$ cat src/rtl/adder_prefix_pipe_if.sv
// Operand/result handshake bundle for adder_prefix_pipe.
// ovf is carried only when ADDER_PREFIX_PIPE_OVF_EN is defined.
interface adder_prefix_pipe_if #(
    parameter int WIDTH = 32
);
    logic             in_valid;
    logic             in_ready;
    logic [WIDTH-1:0] a;
    logic [WIDTH-1:0] b;
    logic             cin;
    logic             out_valid;
    logic             out_ready;
    logic [WIDTH-1:0] sum;
    logic             cout;
`ifdef ADDER_PREFIX_PIPE_OVF_EN
    logic             ovf;

    modport master (
        output in_valid, a, b, cin, out_ready,
        input  in_ready, out_valid, sum, cout, ovf
    );
    modport slave (
        input  in_valid, a, b, cin, out_ready,
        output in_ready, out_valid, sum, cout, ovf
    );
`else
    modport master (
        output in_valid, a, b, cin, out_ready,
        input  in_ready, out_valid, sum, cout
    );
    modport slave (
        input  in_valid, a, b, cin, out_ready,
        output in_ready, out_valid, sum, cout
    );
`endif
endinterface

$ cat src/rtl/adder_prefix_pipe.sv
// Pipelined Sklansky prefix adder with global-stall valid/ready flow.
// Optional signed-overflow output: define ADDER_PREFIX_PIPE_OVF_EN.
module adder_prefix_pipe #(
    parameter int WIDTH  = 32,
    parameter int STAGES = 1
) (
    input logic              clk,
    input logic              rst_n,
    adder_prefix_pipe_if.slave bus
);
    localparam int L  = $clog2(WIDTH);
    localparam int NV = STAGES + 2;

    typedef logic [WIDTH-1:0] vec_t;

    // Returns the internal register index placed after level m, or 0.
    function automatic int reg_at(int m);
        int r;
        r = 0;
        for (int k = 1; k <= STAGES; k++) begin
            if ((k * L) / (STAGES + 1) == m) r = k;
        end
        return r;
    endfunction

    function automatic vec_t sk_g(vec_t g, vec_t p, int lvl);
        vec_t o;
        int   j;
        o = g;
        for (int i = 0; i < WIDTH; i++) begin
            if (((i >> lvl) & 1) == 1) begin
                j    = ((i >> lvl) << lvl) - 1;
                o[i] = g[i] | (p[i] & g[j]);
            end
        end
        return o;
    endfunction

    function automatic vec_t sk_p(vec_t p, int lvl);
        vec_t o;
        int   j;
        o = p;
        for (int i = 0; i < WIDTH; i++) begin
            if (((i >> lvl) & 1) == 1) begin
                j    = ((i >> lvl) << lvl) - 1;
                o[i] = p[i] & p[j];
            end
        end
        return o;
    endfunction

    logic [NV-1:0] v;
    logic          adv;
    vec_t          a_q;
    vec_t          b_q;
    logic          cin_q;

    vec_t lv_g [0:L];
    vec_t lv_p [0:L-1];
    vec_t lv_x [0:L];
    logic lv_c [0:L];
    vec_t in_g [1:L];
    vec_t in_p [1:L];
    vec_t in_x [1:L];
    logic in_c [1:L];

    assign adv           = !v[NV-1] | bus.out_ready;
    assign bus.in_ready  = adv;
    assign bus.out_valid = v[NV-1];

    always_ff @(posedge clk or negedge rst_n) begin
        if (!rst_n) begin
            v <= '0;
        end else if (adv) begin
            v <= {v[NV-2:0], bus.in_valid};
        end
    end

    always_ff @(posedge clk or negedge rst_n) begin
        if (!rst_n) begin
            a_q   <= '0;
            b_q   <= '0;
            cin_q <= 1'b0;
        end else if (adv) begin
            a_q   <= bus.a;
            b_q   <= bus.b;
            cin_q <= bus.cin;
        end
    end

    // Carry-in folds into bit 0 as the generate of a virtual bit -1.
    assign lv_x[0] = a_q ^ b_q;
    assign lv_p[0] = a_q ^ b_q;
    assign lv_g[0] = (a_q & b_q) | vec_t'((a_q[0] ^ b_q[0]) & cin_q);
    assign lv_c[0] = cin_q;

    for (genvar l = 1; l <= L; l++) begin : gen_lvl
        localparam int K = reg_at(l - 1);
        if (K != 0) begin : gen_reg
            vec_t rg;
            vec_t rp;
            vec_t rx;
            logic rc;
            always_ff @(posedge clk or negedge rst_n) begin
                if (!rst_n) begin
                    rg <= '0;
                    rp <= '0;
                    rx <= '0;
                    rc <= 1'b0;
                end else if (adv) begin
                    rg <= lv_g[l-1];
                    rp <= lv_p[l-1];
                    rx <= lv_x[l-1];
                    rc <= lv_c[l-1];
                end
            end
            assign in_g[l] = rg;
            assign in_p[l] = rp;
            assign in_x[l] = rx;
            assign in_c[l] = rc;
        end else begin : gen_wire
            assign in_g[l] = lv_g[l-1];
            assign in_p[l] = lv_p[l-1];
            assign in_x[l] = lv_x[l-1];
            assign in_c[l] = lv_c[l-1];
        end
        assign lv_g[l] = sk_g(in_g[l], in_p[l], l - 1);
        if (l < L) begin : gen_p
            assign lv_p[l] = sk_p(in_p[l], l - 1);
        end
        assign lv_x[l] = in_x[l];
        assign lv_c[l] = in_c[l];
    end

    vec_t g_f;
    vec_t sum_n;
    vec_t sum_q;
    logic cout_q;

    assign g_f   = lv_g[L];
    assign sum_n = lv_x[L] ^ {g_f[WIDTH-2:0], lv_c[L]};

    always_ff @(posedge clk or negedge rst_n) begin
        if (!rst_n) begin
            sum_q  <= '0;
            cout_q <= 1'b0;
        end else if (adv) begin
            sum_q  <= sum_n;
            cout_q <= g_f[WIDTH-1];
        end
    end

    assign bus.sum  = sum_q;
    assign bus.cout = cout_q;

`ifdef ADDER_PREFIX_PIPE_OVF_EN
    logic ovf_q;

    // Carry into the MSB is the prefix generate of bits [WIDTH-2:0].
    always_ff @(posedge clk or negedge rst_n) begin
        if (!rst_n) begin
            ovf_q <= 1'b0;
        end else if (adv) begin
            ovf_q <= g_f[WIDTH-1] ^ g_f[WIDTH-2];
        end
    end

    assign bus.ovf = ovf_q;
`endif
endmodule

$ cat src/flat_wrapper.sv
// flat-port wrapper written by rule: the top's interface ports become plain ports
module adder_prefix_pipe_flat 
#(
    parameter int WIDTH  = 32,
    parameter int STAGES = 1
)
  (clk, rst_n, bus_in_valid, bus_a, bus_b, bus_cin, bus_out_ready, bus_in_ready, bus_out_valid, bus_sum, bus_cout);
  adder_prefix_pipe_if #(.WIDTH(WIDTH)) bus_i ();
  input logic clk;
  input logic rst_n;
  input wire logic [$bits(bus_i.in_valid)-1:0] bus_in_valid;
  input wire logic [$bits(bus_i.a)-1:0] bus_a;
  input wire logic [$bits(bus_i.b)-1:0] bus_b;
  input wire logic [$bits(bus_i.cin)-1:0] bus_cin;
  input wire logic [$bits(bus_i.out_ready)-1:0] bus_out_ready;
  output wire logic [$bits(bus_i.in_ready)-1:0] bus_in_ready;
  output wire logic [$bits(bus_i.out_valid)-1:0] bus_out_valid;
  output wire logic [$bits(bus_i.sum)-1:0] bus_sum;
  output wire logic [$bits(bus_i.cout)-1:0] bus_cout;
  assign bus_i.in_valid = bus_in_valid;
  assign bus_i.a = bus_a;
  assign bus_i.b = bus_b;
  assign bus_i.cin = bus_cin;
  assign bus_i.out_ready = bus_out_ready;
  assign bus_in_ready = bus_i.in_ready;
  assign bus_out_valid = bus_i.out_valid;
  assign bus_sum = bus_i.sum;
  assign bus_cout = bus_i.cout;
  adder_prefix_pipe #(.WIDTH(WIDTH), .STAGES(STAGES)) u_core (.clk(clk), .rst_n(rst_n), .bus(bus_i));
endmodule
$ cat config.mk
export PLATFORM = sky130hd
export DESIGN_NAME = adder_prefix_pipe_flat
export DESIGN_NICKNAME = d
export VERILOG_FILES = /design/src/rtl/adder_prefix_pipe_if.sv /design/src/rtl/adder_prefix_pipe.sv /design/src/flat_wrapper.sv
export SDC_FILE = /design/constraint.sdc
export NUM_CORES = 1
export LEC_CHECK = 0
export ABC_AREA = 1
export ABC_CLOCK_PERIOD_IN_PS = 2450
export BUFFER_PORTS_ARGS = -buffer_cell sky130_fd_sc_hd__buf_4
export CORE_MARGIN = 4
export CORE_UTILIZATION = 35
export DETAILED_ROUTE_END_ITERATION = 6
export HOLD_SLACK_MARGIN = 0.05
export PLACE_DENSITY = 0.53
export SLEW_MARGIN = 25
export SYNTH_ARGS = -nofsm -noshare
export SYNTH_HDL_FRONTEND = slang
export SYNTH_SLANG_ARGS = --single-unit
export TNS_END_PERCENT = 1
$ cat constraint.sdc
create_clock -name clk -period 2.45 [get_ports clk]
set_input_delay 0.49 -clock clk [delete_from_list [all_inputs] [get_ports clk]]
set_output_delay 0.49 -clock clk [all_outputs]
set_load 0.005 [all_outputs]
Word level (Yosys, flattened, before mapping)
Cells that the tools add are included.
{"block": "totals", "elab_cells": 230, "out_inout_bits": 35, "in_bits": 69, "ff_bits": 198}
{"block": "classes", "bitwise_logic": 219, "n_reduce_logical": 1}
{"cell": "bitwise AND 1 bit", "count": 132}
{"cell": "bitwise OR 1 bit", "count": 81}
{"cell": "XOR 32 bit", "count": 2}
{"cell": "bitwise AND 32 x 1 -> 32 bit", "count": 1}
{"cell": "bitwise AND 32 bit", "count": 1}
{"cell": "bitwise OR 32 bit", "count": 1}
{"cell": "logical NOT 1 bit", "count": 1}
{"cell": "XOR 1 bit", "count": 1}

Depth between registers and ports, before layout
{"block": "logic_depth", "depth_word": 7, "depth_mapped": 10}

Worst setup path after synthesis
OpenSTA, ideal clock, no wires.
{"block": "synth_path", "path_kind": "input to output", "from": "input bus_out_ready", "to": "output bus_in_ready", "arrival_ns": 1.013, "cell_stages": 4, "setup_slack_ns": 0.947, "n_path_buf": 2, "cell_sequence": "nor2_4 inv_2 buf_2 buf_2"}
{"block": "synth_via", "elab_chain_cells": 1}
{"item": "start, declared", "line_no": "flat_wrapper.sv:15", "text": "input wire logic [$bits(bus_i.out_ready)-1:0] bus_out_ready;"}
{"item": "bitwise OR 1 bit", "line_no": "adder_prefix_pipe.sv:67", "text": "assign adv = !v[NV-1] | bus.out_ready;"}
{"item": "end, declared", "line_no": "flat_wrapper.sv:16", "text": "output wire logic [$bits(bus_i.in_ready)-1:0] bus_in_ready;"}
Every way passes these cells.

Worst setup path in the final report
{"block": "layout_path", "from": "register u_core.v[2]", "to": "output bus_in_ready"}
{"block": "layout_via", "elab_chain_cells": 2}
{"item": "start, declared", "line_no": "adder_prefix_pipe.sv:52", "text": "logic [NV-1:0] v;"}
{"item": "start signal, assigned", "line_no": "adder_prefix_pipe.sv:75", "text": "v <= {v[NV-2:0], bus.in_valid};"}
{"item": "logical NOT 1 bit", "line_no": "adder_prefix_pipe.sv:67"}
{"item": "bitwise OR 1 bit", "line_no": "adder_prefix_pipe.sv:67"}
Every way passes these cells.

==> flow_metrics.py <==
metrics = {
    "status": {
        "status": "completed",
    },
    "sta": {
        "finalCriticalPeriod_ns": 1.77,
        "tns_ns": 0,
        "finalHoldViolations": 0,
        "worstMarginPinSlew_ns": 0.594,
        "fmax_mhz": 566,
        "worst_slack_ns": 0.685,
        "slew_headroom": 0.604,
        "fin_skew_ns": 0.0116,
        "drv_slew": 0,
        "rsz0062_at_grt": "false",
        "setup_violations": 0,
        "timing.final.crit_share": 0.721,
    },
    "clock_network": {
        "clk_pin_slew_worst_paths_ns": 0.07,
        "clock-root-buffer": "clkbuf_16",
        "cts_setup_buffers": 0,
        "clk_latency_ns": 0.43,
        "cts.path.max_buffers": 2,
        "cts_tree": "built",
        "cts_max_level": 4,
        "hold_buffers": 0,
        "cts_buffers": 17,
        "ctsResizeCount": 0,
        "cts_sinks": 187,
    },
    "critical_path": {
        "cpPeakStageDelay_ns": 0.34,
        "path_max_fanout": 13,
        "setup.worst_path.start_class": "flop",
        "path_buf_inv": 3,
        "critPathCaptureType": "primary output",
        "path_delay_family": "flip-flops",
        "crit_chain": "inv_1 -> nor2_4 -> inv_4 -> buf_4",
        "cp.arrival_ns": 1.28,
        "worst_path_max_delay_cell": "dfrtp_1",
        "crit_type": "reg -> out",
        "critPathRequiredTime_ns": 1.96,
    },
    "global_routing": {
        "grt_max_degree": 102,
        "antenna_found_initial": 0,
        "grt_pass1_vias": 6294,
        "use_met2": 0.225,
        "top_usage_layer": "met2",
        "grtUsageMet3": 0.0296,
        "overflow": 0,
        "grt_pass1_wl_microns": 31800,
        "use_met1": 0.216,
        "grtUsageTotal": 0.147,
    },
    "synthesis": {
        "synth_cells": 978,
        "ys_ff_latch": 187,
        "yosys.cell_types.count": 27,
        "syn_avg_cell_area_sq_um": 8.54,
        "synth_area_sq_um": 8350,
        "ys_seq_area_frac": 0.560,
        "synth_warnings": 0,
        "synth_nets": 1082,
    },
    "floorplan": {
        "num_io_pins": 104,
        "die_w_microns": 162,
        "die_h_microns": 162,
        "core_area_sq_um": 23500,
        "die_area_sq_um": 26400,
        "start_util": 0.356,
        "num_rows": 56,
    },
    "placement": {
        "dp_hpwl_microns": 12300,
        "place_congestion": 0.754,
        "dp_worst_setup_slack_ns": 0.658,
        "port_buffers": 103,
    },
    "power": {
        "vdd_drop_max_mv": 0.512,
        "p_switching_mw": 4.18,
        "seq_power_share": 0.436,
        "leakage_nw": 5.30,
        "combPwrFrac": 0.329,
        "power_density_nw_per_um2": 1150,
        "p_int_mw": 7.36,
        "clkPwrFrac": 0.235,
        "switching_share": 0.362,
    },
    "drt": {
        "viasPerCell": 4.49,
        "remaining_drc_errors": 0,
        "wire_per_inst_microns": 13.1,
        "dr.pass1.iters": 4,
        "ant_nets": 0,
        "wl_microns": 18400,
        "vias": 6289,
        "first_iter_violations": 403,
    },
    "final_layout": {
        "final.fill_count": 2410,
        "mostFrequentLayoutCell": "nand2_1",
        "n_antenna_cell": 0,
        "multi_input_area_sq_um": 3250,
        "areaGrowthSynthToFinish_pct": 20.2,
        "drive_above_1_share": 0.147,
        "final_cell_mix": "nand2_1 (445), dfrtp_1 (187), buf_4 (108), inv_1 (59), o21ai_0 (51)",
        "fin_nets": 1174,
        "ff_latch_area_sq_um": 4680,
    },
    "job": {
        "cap_violations": 0,
    },
    "hold_path": {
        "hp-class": "in -> async",
    },
}
## path summary, 6_finish.rpt
check	slack, ns	cells after the start	to	start
setup / recovery	0.68	4	bus_in_ready	u_core.v[2]
hold / removal	0.05	1	u_core.bus.sum[25]	rst_n
setup reg to reg	0.78	6	u_core.gen_lvl[3].gen_reg.rg[11]	u_core.v[2]
hold reg to reg	0.47	1	u_core.v[2]	u_core.v[1]
max in group asynchronous	1.72	2	u_core.a_q[27]	rst_n
min in group clk	0.25	3	u_core.b_q[15]	bus_b[15]
## area by class of cell
cell class                      count  area share
Clock buffer                       21      0.0469
Clock inverter                     11      0.0110
Inverter                           60      0.0227
Multi-Input combinational cell    691       0.323
Sequential cell                   187       0.466
Tap cell                          319      0.0398
Timing Repair Buffer              113      0.0901
## kinds of logic (layout without fill, tap and decap cells)
logic type | count (synthesis) | after routing | share of synthesized area
simple gates | 532 | 532 | 0.252
flops | 187 | 187 | 0.560
compound gates | 115 | 115 | 0.0746
buf+inv | 100 | 205 | 0.0508
fa+ha+maj | 35 | 35 | 0.0524
xor+xnor | 9 | 9 | 0.00944
## power groups by stage
stage               clock network [mW]  registers, mW  logic [mW]
detailed placement                   0           5.09        3.86
global placement                     0           5.07        3.82
global route                      2.93           5.20        4.45
finish                            2.71           5.03        3.80
CTS                               2.79           5.04        3.89
floorplan                            0           4.91        2.58
## cells in the mapped netlist
cell type,number,share of area
nor2_1,29,0.013
buf_2,26,0.016
a21oi_1,28,0.017
a31oi_1,4,0.0030
o21ai_1,14,0.0084
buf_12,1,0.0024
dfrtp_1,187,0.56
clkbuf_1,13,0.0058
o22ai_1,4,0.0030
inv_1,59,0.027
inv_2,1,0.00045
or2_2,1,0.00075
nand2_1,445,0.20
nor2_4,1,0.0013
o21ai_0,51,0.031
nand3_1,40,0.024
nand4_1,4,0.0030
o211ai_1,1,0.00090
nand2_2,10,0.0075
nand2_4,2,0.0027
a211oi_1,1,0.00090
a32o_1,1,0.0012
a21o_1,7,0.0063
ha_1,35,0.052
xor2_1,5,0.0052
o21bai_1,4,0.0036
xnor2_1,4,0.0042
## through the flow
stage | utilization | hold WS, ns | cell area [sq um] | instances | power (mW)
floorplan | - | 0.194 | 8350 | 978 | 7.48
global placement | 0.403 | 0.448 | 9460 | 1370 | 8.88
detailed placement | 0.403 | 0.453 | 9460 | 1370 | 8.95
CTS | 0.428 | 0.0632 | 10000 | 1402 | 11.7
global route | 0.428 | 0.0759 | 10000 | 1402 | 12.6
finish | 0.428 | 0.0527 | 10000 | 1402 | 11.5
## metal layers
metal / vias to the layer above / wire length (microns) / share of wire
met4: 0 / 180 / 0.0098
met1: 2921 / 9380 / 0.51
met5: - / 0 / 0
met2: 76 / 8280 / 0.45
li1: 3279 / - / -
met3: 13 / 532 / 0.029
## flip-flops by register name, indices dropped and copies added (netlist names)
register / flops
u_core.a_q: 32
u_core.b_q: 32
u_core.bus.sum: 32
u_core.gen_lvl.gen_reg.rg: 32
u_core.gen_lvl.gen_reg.rx: 32
u_core.gen_lvl.gen_reg.rp: 21
u_core.v: 3
u_core.bus.cout: 1
u_core.cin_q: 1
u_core.gen_lvl.gen_reg.rc: 1
Power figures use the tool's default switching activity.
